$ cat src/rtl/fetch_sequencer.sv
`default_nettype none
// +----------------------------------------------------------------------------+
// | Module      : fetch_sequencer                                              |
// | Description : Fetch-stage program counter and instruction fetch sequencer. |
// |               Chooses the next PC from the sequential increment, an        |
// |               aligned branch/jump redirect, or the trap vector. Issues     |
// |               fetches over a valid/ready handshake and runs a              |
// |               BOOT / FETCH / HALTED control FSM.                           |
// | Revision    : 1.0 - initial release                                        |
// +----------------------------------------------------------------------------+
module fetch_sequencer #(
  parameter int              XLEN         = 64,
  parameter logic [XLEN-1:0] RESET_VECTOR = '0,
  parameter logic [XLEN-1:0] TRAP_VECTOR  = 'h100,
  parameter int              INSTR_BYTES  = 4
) (
  input  logic            clk,
  input  logic            reset,
  input  logic            stall,
  input  logic            redirect_valid,
  input  logic [XLEN-1:0] redirect_target,
  input  logic            trap_req,
  input  logic            halt_req,
  output logic            imem_req_valid,
  input  logic            imem_req_ready,
  output logic [XLEN-1:0] imem_req_addr,
  output logic [XLEN-1:0] pc_out,
  output logic            fault,
  output logic [31:0]     fetch_count,
  output logic [1:0]      state_out
);

  localparam logic [1:0]      c_st_boot   = 2'b00;
  localparam logic [1:0]      c_st_fetch  = 2'b01;
  localparam logic [1:0]      c_st_halted = 2'b10;
  localparam logic [XLEN-1:0] c_pc_incr   = XLEN'(INSTR_BYTES);

  logic [1:0]      r_state;
  logic [XLEN-1:0] r_pc;
  logic            r_fault;
  logic [31:0]     r_fetch_count;

  logic [1:0]      w_state_next;
  logic [XLEN-1:0] w_pc_next;
  logic            w_fault_next;
  logic            w_req_valid;
  logic            w_fire;
  logic            w_misaligned;

  // A redirect whose target is not word aligned is turned into a trap.
  assign w_misaligned = redirect_valid && (redirect_target[1:0] != 2'b00);
  assign w_fire       = w_req_valid && imem_req_ready;

  // State register: reset always restarts with the BOOT bubble.
  always_ff @(posedge clk) begin
    if (reset) begin
      r_state <= c_st_boot;
    end else begin
      r_state <= w_state_next;
    end
  end

  // PC, fault pulse and accepted-fetch counter; the counter tracks every
  // handshake even when the PC itself is overridden or held that cycle.
  always_ff @(posedge clk) begin
    if (reset) begin
      r_pc          <= RESET_VECTOR;
      r_fault       <= 1'b0;
      r_fetch_count <= 32'd0;
    end else begin
      r_pc          <= w_pc_next;
      r_fault       <= w_fault_next;
      r_fetch_count <= r_fetch_count + {31'd0, w_fire};
    end
  end

  // Next state and next PC, in descending priority: trap, misaligned
  // redirect, aligned redirect, halt, stall, sequential advance on fire.
  always_comb begin
    w_state_next = r_state;
    w_pc_next    = r_pc;
    w_fault_next = 1'b0;
    case (r_state)
      c_st_boot: begin
        w_state_next = c_st_fetch;
      end
      c_st_fetch: begin
        if (trap_req) begin
          w_pc_next = TRAP_VECTOR;
        end else if (w_misaligned) begin
          w_pc_next    = TRAP_VECTOR;
          w_fault_next = 1'b1;
        end else if (redirect_valid) begin
          w_pc_next = redirect_target;
        end else if (halt_req) begin
          w_state_next = c_st_halted;
        end else if (!stall && w_fire) begin
          w_pc_next = r_pc + c_pc_incr;
        end
      end
      c_st_halted: begin
        // Only a trap or a redirect wakes the fetcher; stall/halt are moot.
        if (trap_req) begin
          w_pc_next    = TRAP_VECTOR;
          w_state_next = c_st_fetch;
        end else if (w_misaligned) begin
          w_pc_next    = TRAP_VECTOR;
          w_fault_next = 1'b1;
          w_state_next = c_st_fetch;
        end else if (redirect_valid) begin
          w_pc_next    = redirect_target;
          w_state_next = c_st_fetch;
        end
      end
      default: begin
        w_state_next = c_st_boot;
      end
    endcase
  end

  // Fetch requests are presented only while in FETCH; the address is the PC.
  always_comb begin
    w_req_valid = (r_state == c_st_fetch);
  end

  assign imem_req_valid = w_req_valid;
  assign imem_req_addr  = r_pc;
  assign pc_out         = r_pc;
  assign fault          = r_fault;
  assign fetch_count    = r_fetch_count;
  assign state_out      = r_state;

endmodule
`default_nettype wire

$ cat config.mk
export PLATFORM = sky130hd
export DESIGN_NAME = fetch_sequencer
export DESIGN_NICKNAME = d
export VERILOG_FILES = /design/src/rtl/fetch_sequencer.sv
export SDC_FILE = /design/constraint.sdc
export NUM_CORES = 1
export LEC_CHECK = 0
export BUFFER_PORTS_ARGS = -buffer_cell sky130_fd_sc_hd__buf_4
export CAP_MARGIN = 40
export CELL_PAD_IN_SITES_DETAIL_PLACEMENT = 2
export CELL_PAD_IN_SITES_GLOBAL_PLACEMENT = 2
export CORE_UTILIZATION = 29
export CTS_CLUSTER_SIZE = 16
export DETAILED_ROUTE_END_ITERATION = 12
export PLACE_DENSITY = 0.87
export SKIP_LAST_GASP = 1
export SLEW_MARGIN = 20
export SYNTH_ARGS = -nofsm -noshare
export SYNTH_HDL_FRONTEND = slang
export SYNTH_SLANG_ARGS = --single-unit
$ cat constraint.sdc
create_clock -name clk -period 6.9 [get_ports clk]
set_input_delay 1.38 -clock clk [delete_from_list [all_inputs] [get_ports clk]]
set_output_delay 1.38 -clock clk [all_outputs]
set_load 0.02 [all_outputs]
**After elaboration in Yosys (flattened, before gate mapping)**

Index checks and enable logic that the tools add are counted.

- $add $sub $neg: 2
- Reductions and logical operators: 11
- Muxes and demuxes: 18
- Equality and inequality tests: 9
- Bitwise gates (word level): 1

Operator list:

| operator | count |
|---|---|
| 64-bit two-way mux | 8 |
| 64-bit one-hot mux with 2 select lines | 1 |
| 64-bit by 3-bit adder with 64-bit output, second input constant | 1 |
| 32-bit by 1-bit adder with 32-bit output | 1 |
| 2-bit two-way mux | 7 |
| 2-bit inequality test, second input constant | 4 |
| 2-bit one-hot mux with 3 select lines | 1 |
| 5-bit by 3-bit inequality test with 1-bit output, second input constant | 1 |
| 5-bit by 4-bit inequality test with 1-bit output, second input constant | 1 |
| 5-bit AND reduction | 1 |
| 4-bit inequality test, second input constant | 1 |
| 4-bit AND reduction | 1 |
| 2-bit nonzero test | 2 |
| 1-bit logical AND | 3 |
| 3-bit OR reduction | 1 |
| 2-bit by 1-bit equality test with 1-bit output, second input constant | 1 |
| 2-bit equality test, second input constant | 1 |
| 2-bit zero test | 1 |
| 2-bit OR reduction | 1 |
| 1-bit zero test | 1 |
| 1-bit two-way mux | 1 |
| 1-bit inverter | 1 |

- Bits in registers: 99

**Logic depth before layout (Yosys ltp)**

- Depth after elaboration: 9
- Depth in mapped cells: 12

**Worst setup path after synthesis**

No wires, ideal clock.

- Path type: in2reg
- Start point: input port stall
- End point: register r_pc[49], in the netlist imem_req_addr[49]
- Slack: 3.706 ns
- Library setup time: 0.141 ns
- Cell stages on the path: 6
- Buffers on the path: 2
- Data arrival time: 3.053 ns
- Cells stage by stage: nor4b_1 -> nor3_1 -> nor3b_1 -> clkbuf_1 -> clkbuf_1 -> a221oi_1

- Word-level cells in the longest chain between the ends: 4

RTL lines:

| what | line | text |
|---|---|---|
| start, declared | 19 | `input logic stall,` |
| 1-bit zero test | 97 | `end else if (!stall && w_fire) begin` |
| 1-bit logical AND | 97 |  |
| 5-bit by 3-bit inequality test with 1-bit output (no source line) | - |  |
| 4-bit AND reduction (no source line) | - |  |
| end signal, assigned | 71 | `r_pc <= w_pc_next;` |
| end, declared | 39 | `logic [XLEN-1:0] r_pc;` |

Every way passes these cells.
A chain may end at the register's enable or synchronous reset.

**Final worst setup path**

- Start point: input port imem_req_ready
- End point: register r_fetch_count[23], in the netlist fetch_count[23]

- Word-level cells in the longest chain between the ends: 2

RTL lines:

| what | line | text |
|---|---|---|
| start, declared | 25 | `input logic imem_req_ready,` |
| 1-bit logical AND | 52 | `assign w_fire = w_req_valid && imem_req_ready;` |
| 32-bit by 1-bit adder with 32-bit output | 73 | `r_fetch_count <= r_fetch_count + {31'd0, w_fire};` |
| end signal, assigned | 73 |  |
| end, declared | 41 | `logic [31:0] r_fetch_count;` |

Every way passes these cells.

==> flow_metrics.env <==
export IMPL_status="finished clean"
export IMPL_nFillCells=2464
export IMPL_crit_fanout=8
export IMPL_clkTransAtPathRegs_ps=70
export IMPL_powerDensity_nw_per_um2=284
export IMPL_ys_seq_area_share_pct=31.6
export IMPL_synth_top_area_cell="dfxtp_1"
export IMPL_ys_warn_count=0
export IMPL_ant_nets=0
export IMPL_yosys_area_share_simple_pct=25.6
export IMPL_cts_tree="built"
export IMPL_synth_fp_nets=882
export IMPL_layout_nets=1022
export IMPL_viasPerCell=5.51
export IMPL_initial_core_util_pct=29.7
export IMPL_pre_cts_ws_ps=3190
export IMPL_ios=235
export IMPL_internal_power_mw=1.26
export IMPL_avgRoutedWirePerCell_um=20.1
export IMPL_busiest_layer="met2"
export IMPL_reg2reg_depth=9
export IMPL_synth_area_leaders="dfxtp_1 32%, buf_4 7.7%, nand2_1 4.4%"
export IMPL_p_clk_share_pct=22.1
export IMPL_clock_path_buffers=2
export IMPL_cp_end_kind="register"
export IMPL_maxCapViolCount=0
export IMPL_drive_gt1_share_pct=30.1
export IMPL_synth_cell_type_count=63
export IMPL_clk_latency_ps=360
export IMPL_finalHoldViolCount=0
export IMPL_whs_path_depth=1
export IMPL_cts_resized=0
export IMPL_grt_use_met2_pct=38.8
export IMPL_netlist_instances=803
export IMPL_synth_ff_type="dfxtp_1"
export IMPL_n_antenna_cell=0
export IMPL_irDropWorstVdd_uv=160
export IMPL_root_buffer="clkbuf_16"
export IMPL_grt_use_met3_pct=3.30
export IMPL_rows=53
export IMPL_grt_pass1_wl_um=38600
export IMPL_worstPathArrival_ps=3540
export IMPL_critPathKind="in2reg"
export IMPL_place_congestion=0.764
export IMPL_synth_compound_area_share_pct=21.4
export IMPL_synth_edf_count=0
export IMPL_rsz0062_at_grt="false"
export IMPL_dieWidth_um=149
export IMPL_p_sw_share_pct=45.0
export IMPL_htree_num_levels=3
export IMPL_yosys_area_top_type_share_pct=31.6
export IMPL_mostFrequentLayoutCell="buf_4"
export IMPL_syn_to_final_growth_pct=29.1
export IMPL_wl_um=24600
export IMPL_slew_viol_final=0
export IMPL_grt_met1_usage_pct=26.9
export IMPL_worst_slew_pin_slew_ps=737
export IMPL_p_seq_share_pct=33.1
export IMPL_required_ps=7120
export IMPL_grt_usage_pct=21.9
export IMPL_fmax_mhz=301
export IMPL_ys_async_sr_fraction_pct=0
export IMPL_synth_xor_area_share_pct=6.85
export IMPL_antenna_found_initial=0
export IMPL_synthMuxAreaShare_pct=0.958
export IMPL_synth_area_um2=6270
export IMPL_startpoint_type="input pin"
export IMPL_grt_ovfl_total=0
export IMPL_syn_area_per_cell_um2=7.80
export IMPL_r2r_end="imem_req_addr[40]"
export IMPL_holdPathEnd="imem_req_addr[0]"
export IMPL_hold_path_class="reg2reg"
export IMPL_grt_pass1_vias=7147
export IMPL_portBuffers=234
export IMPL_tns_ps=0
export IMPL_grt_max_degree=56
export IMPL_total_leakage_power_nw=3.21
export IMPL_p_total_mw=2.30
export IMPL_maxSlewHeadroom_pct=50.9
export IMPL_clock_skew_ps=7.24
export IMPL_synth_top_family_by_area="simple AND/OR/NAND/NOR gates"
export IMPL_hold_start="imem_req_addr[0]"
export IMPL_synthAdderAreaFrac_pct=1.60
export IMPL_finalSetupViolations=0
export IMPL_postCtsHoldBufs=0
export IMPL_comb_power_share_pct=44.8
export IMPL_dr_pass1_iters=4
export IMPL_drtIter0Drc=260
export IMPL_period_share_pct=48.1
export IMPL_finalWorstSetupSlack_ps=3580
export IMPL_layout_common_cells="243 x buf_4, 99 x dfxtp_1, 73 x nand2_1"
export IMPL_hpwl_um=17500
export IMPL_dieArea_um2=22200
export IMPL_synth_seq_cells=99
export IMPL_vias=6744
export IMPL_layout_cells_non_filler=1223
export IMPL_route_detailed_drc=0
export IMPL_core_um2=21100
export IMPL_dp_cells=1206
export IMPL_dieHeight_um=149
export IMPL_r2r_slack_ps=3600
export IMPL_worstReg2RegStart="state_out[0]"
export IMPL_cts_buffers=9
export IMPL_cts_setup_buffers=0
export IMPL_cts_sinks=99
export IMPL_period_needed_ps=3320
export IMPL_switching_power_mw=1.03
## power by group through the flow
stage	Combinational, mW	Clock (mW)	Sequential [mW]
after floorplan	0.619	0	0.814
after global placement	0.993	0	0.769
after detailed placement	1.03	0	0.774
after CTS	1.04	0.523	0.761
after global routing	1.11	0.541	0.775
final	1.03	0.509	0.760
## synthesized netlist by cell type (6+ instances only)
cell type / count
a21oi_1: 50
or3_1: 8
nand4_1: 25
inv_1: 16
nand2_1: 73
mux2i_1: 6
dfxtp_1: 99
xor2_1: 30
a221oi_1: 26
buf_4: 64
nor4_1: 11
nor2_1: 73
and2_1: 13
xnor2_1: 19
and4_1: 8
ha_1: 8
o211ai_1: 25
nand3_1: 41
o21ai_0: 32
nor3_1: 20
clkbuf_1: 50
a31oi_1: 7
and3_1: 18
## registers in the layout, summed over array words and instances, names as in the netlist
| name | count |
|---|---|
| fault | 1 |
| fetch_count | 32 |
| state_out | 2 |
| imem_req_addr | 64 |
## layout make-up
type	count	area, um^2	share of cell area (%)
clock inverter	7	60.1	0.742
multi-input combinational	570	3560	44.0
tap	275	344	4.25
timing repair buffer	247	1860	23.0
clock buffer	9	225	2.78
sequential	99	1980	24.5
inverter	16	60.1	0.742
## stage by stage
stage	utilization [%]	hold slack (ps)	instance area, um^2
2_1_floorplan	-	565	6270
3_3_place_gp	36.8	505	7770
3_5_place_dp	37.0	515	7800
4_1_cts	38.4	529	8090
5_1_grt	38.4	546	8090
6_report	38.4	531	8090
## worst max path at each step
| stage | start | to | slack (ps) | cells past startpoint |
|---|---|---|---|---|
| 2_1_floorplan | stall | imem_req_addr[49] | 3710 | 6 |
| 3_3_place_gp | stall | imem_req_addr[40] | 2910 | 7 |
| 3_5_place_dp | imem_req_ready | fetch_count[23] | 3190 | 9 |
| 4_1_cts | state_out[0] | imem_req_addr[45] | 3570 | 8 |
| 5_1_grt | state_out[0] | imem_req_addr[45] | 3250 | 8 |
| 6_report | imem_req_ready | fetch_count[23] | 3580 | 9 |
## worst max-delay path, cell delays in order
cell and delay, ps:
buf_4 80, and2_1 170, ha_1 210, nand2_1 70, nor2_1 500, nand4_1 460, nor4_1 440, xnor2_1 170
nor2_1 60
## logic make-up after synthesis
kind of cell	count (synthesis)
AOI/OAI and AO/OA	192
xor gates and xnor gates	49
adders and majority gates	8
buffers and inverters	134
DFF	99
muxes	6
and+or+nand+nor	315
## metal layers
metal / wire length, um / vias up
met5: 0 / -
met2: 12400 / 188
met4: 463 / 0
li1: - / 3150
met3: 1120 / 34
met1: 10700 / 3372
No activity file was read; power rests on OpenSTA's default activity.
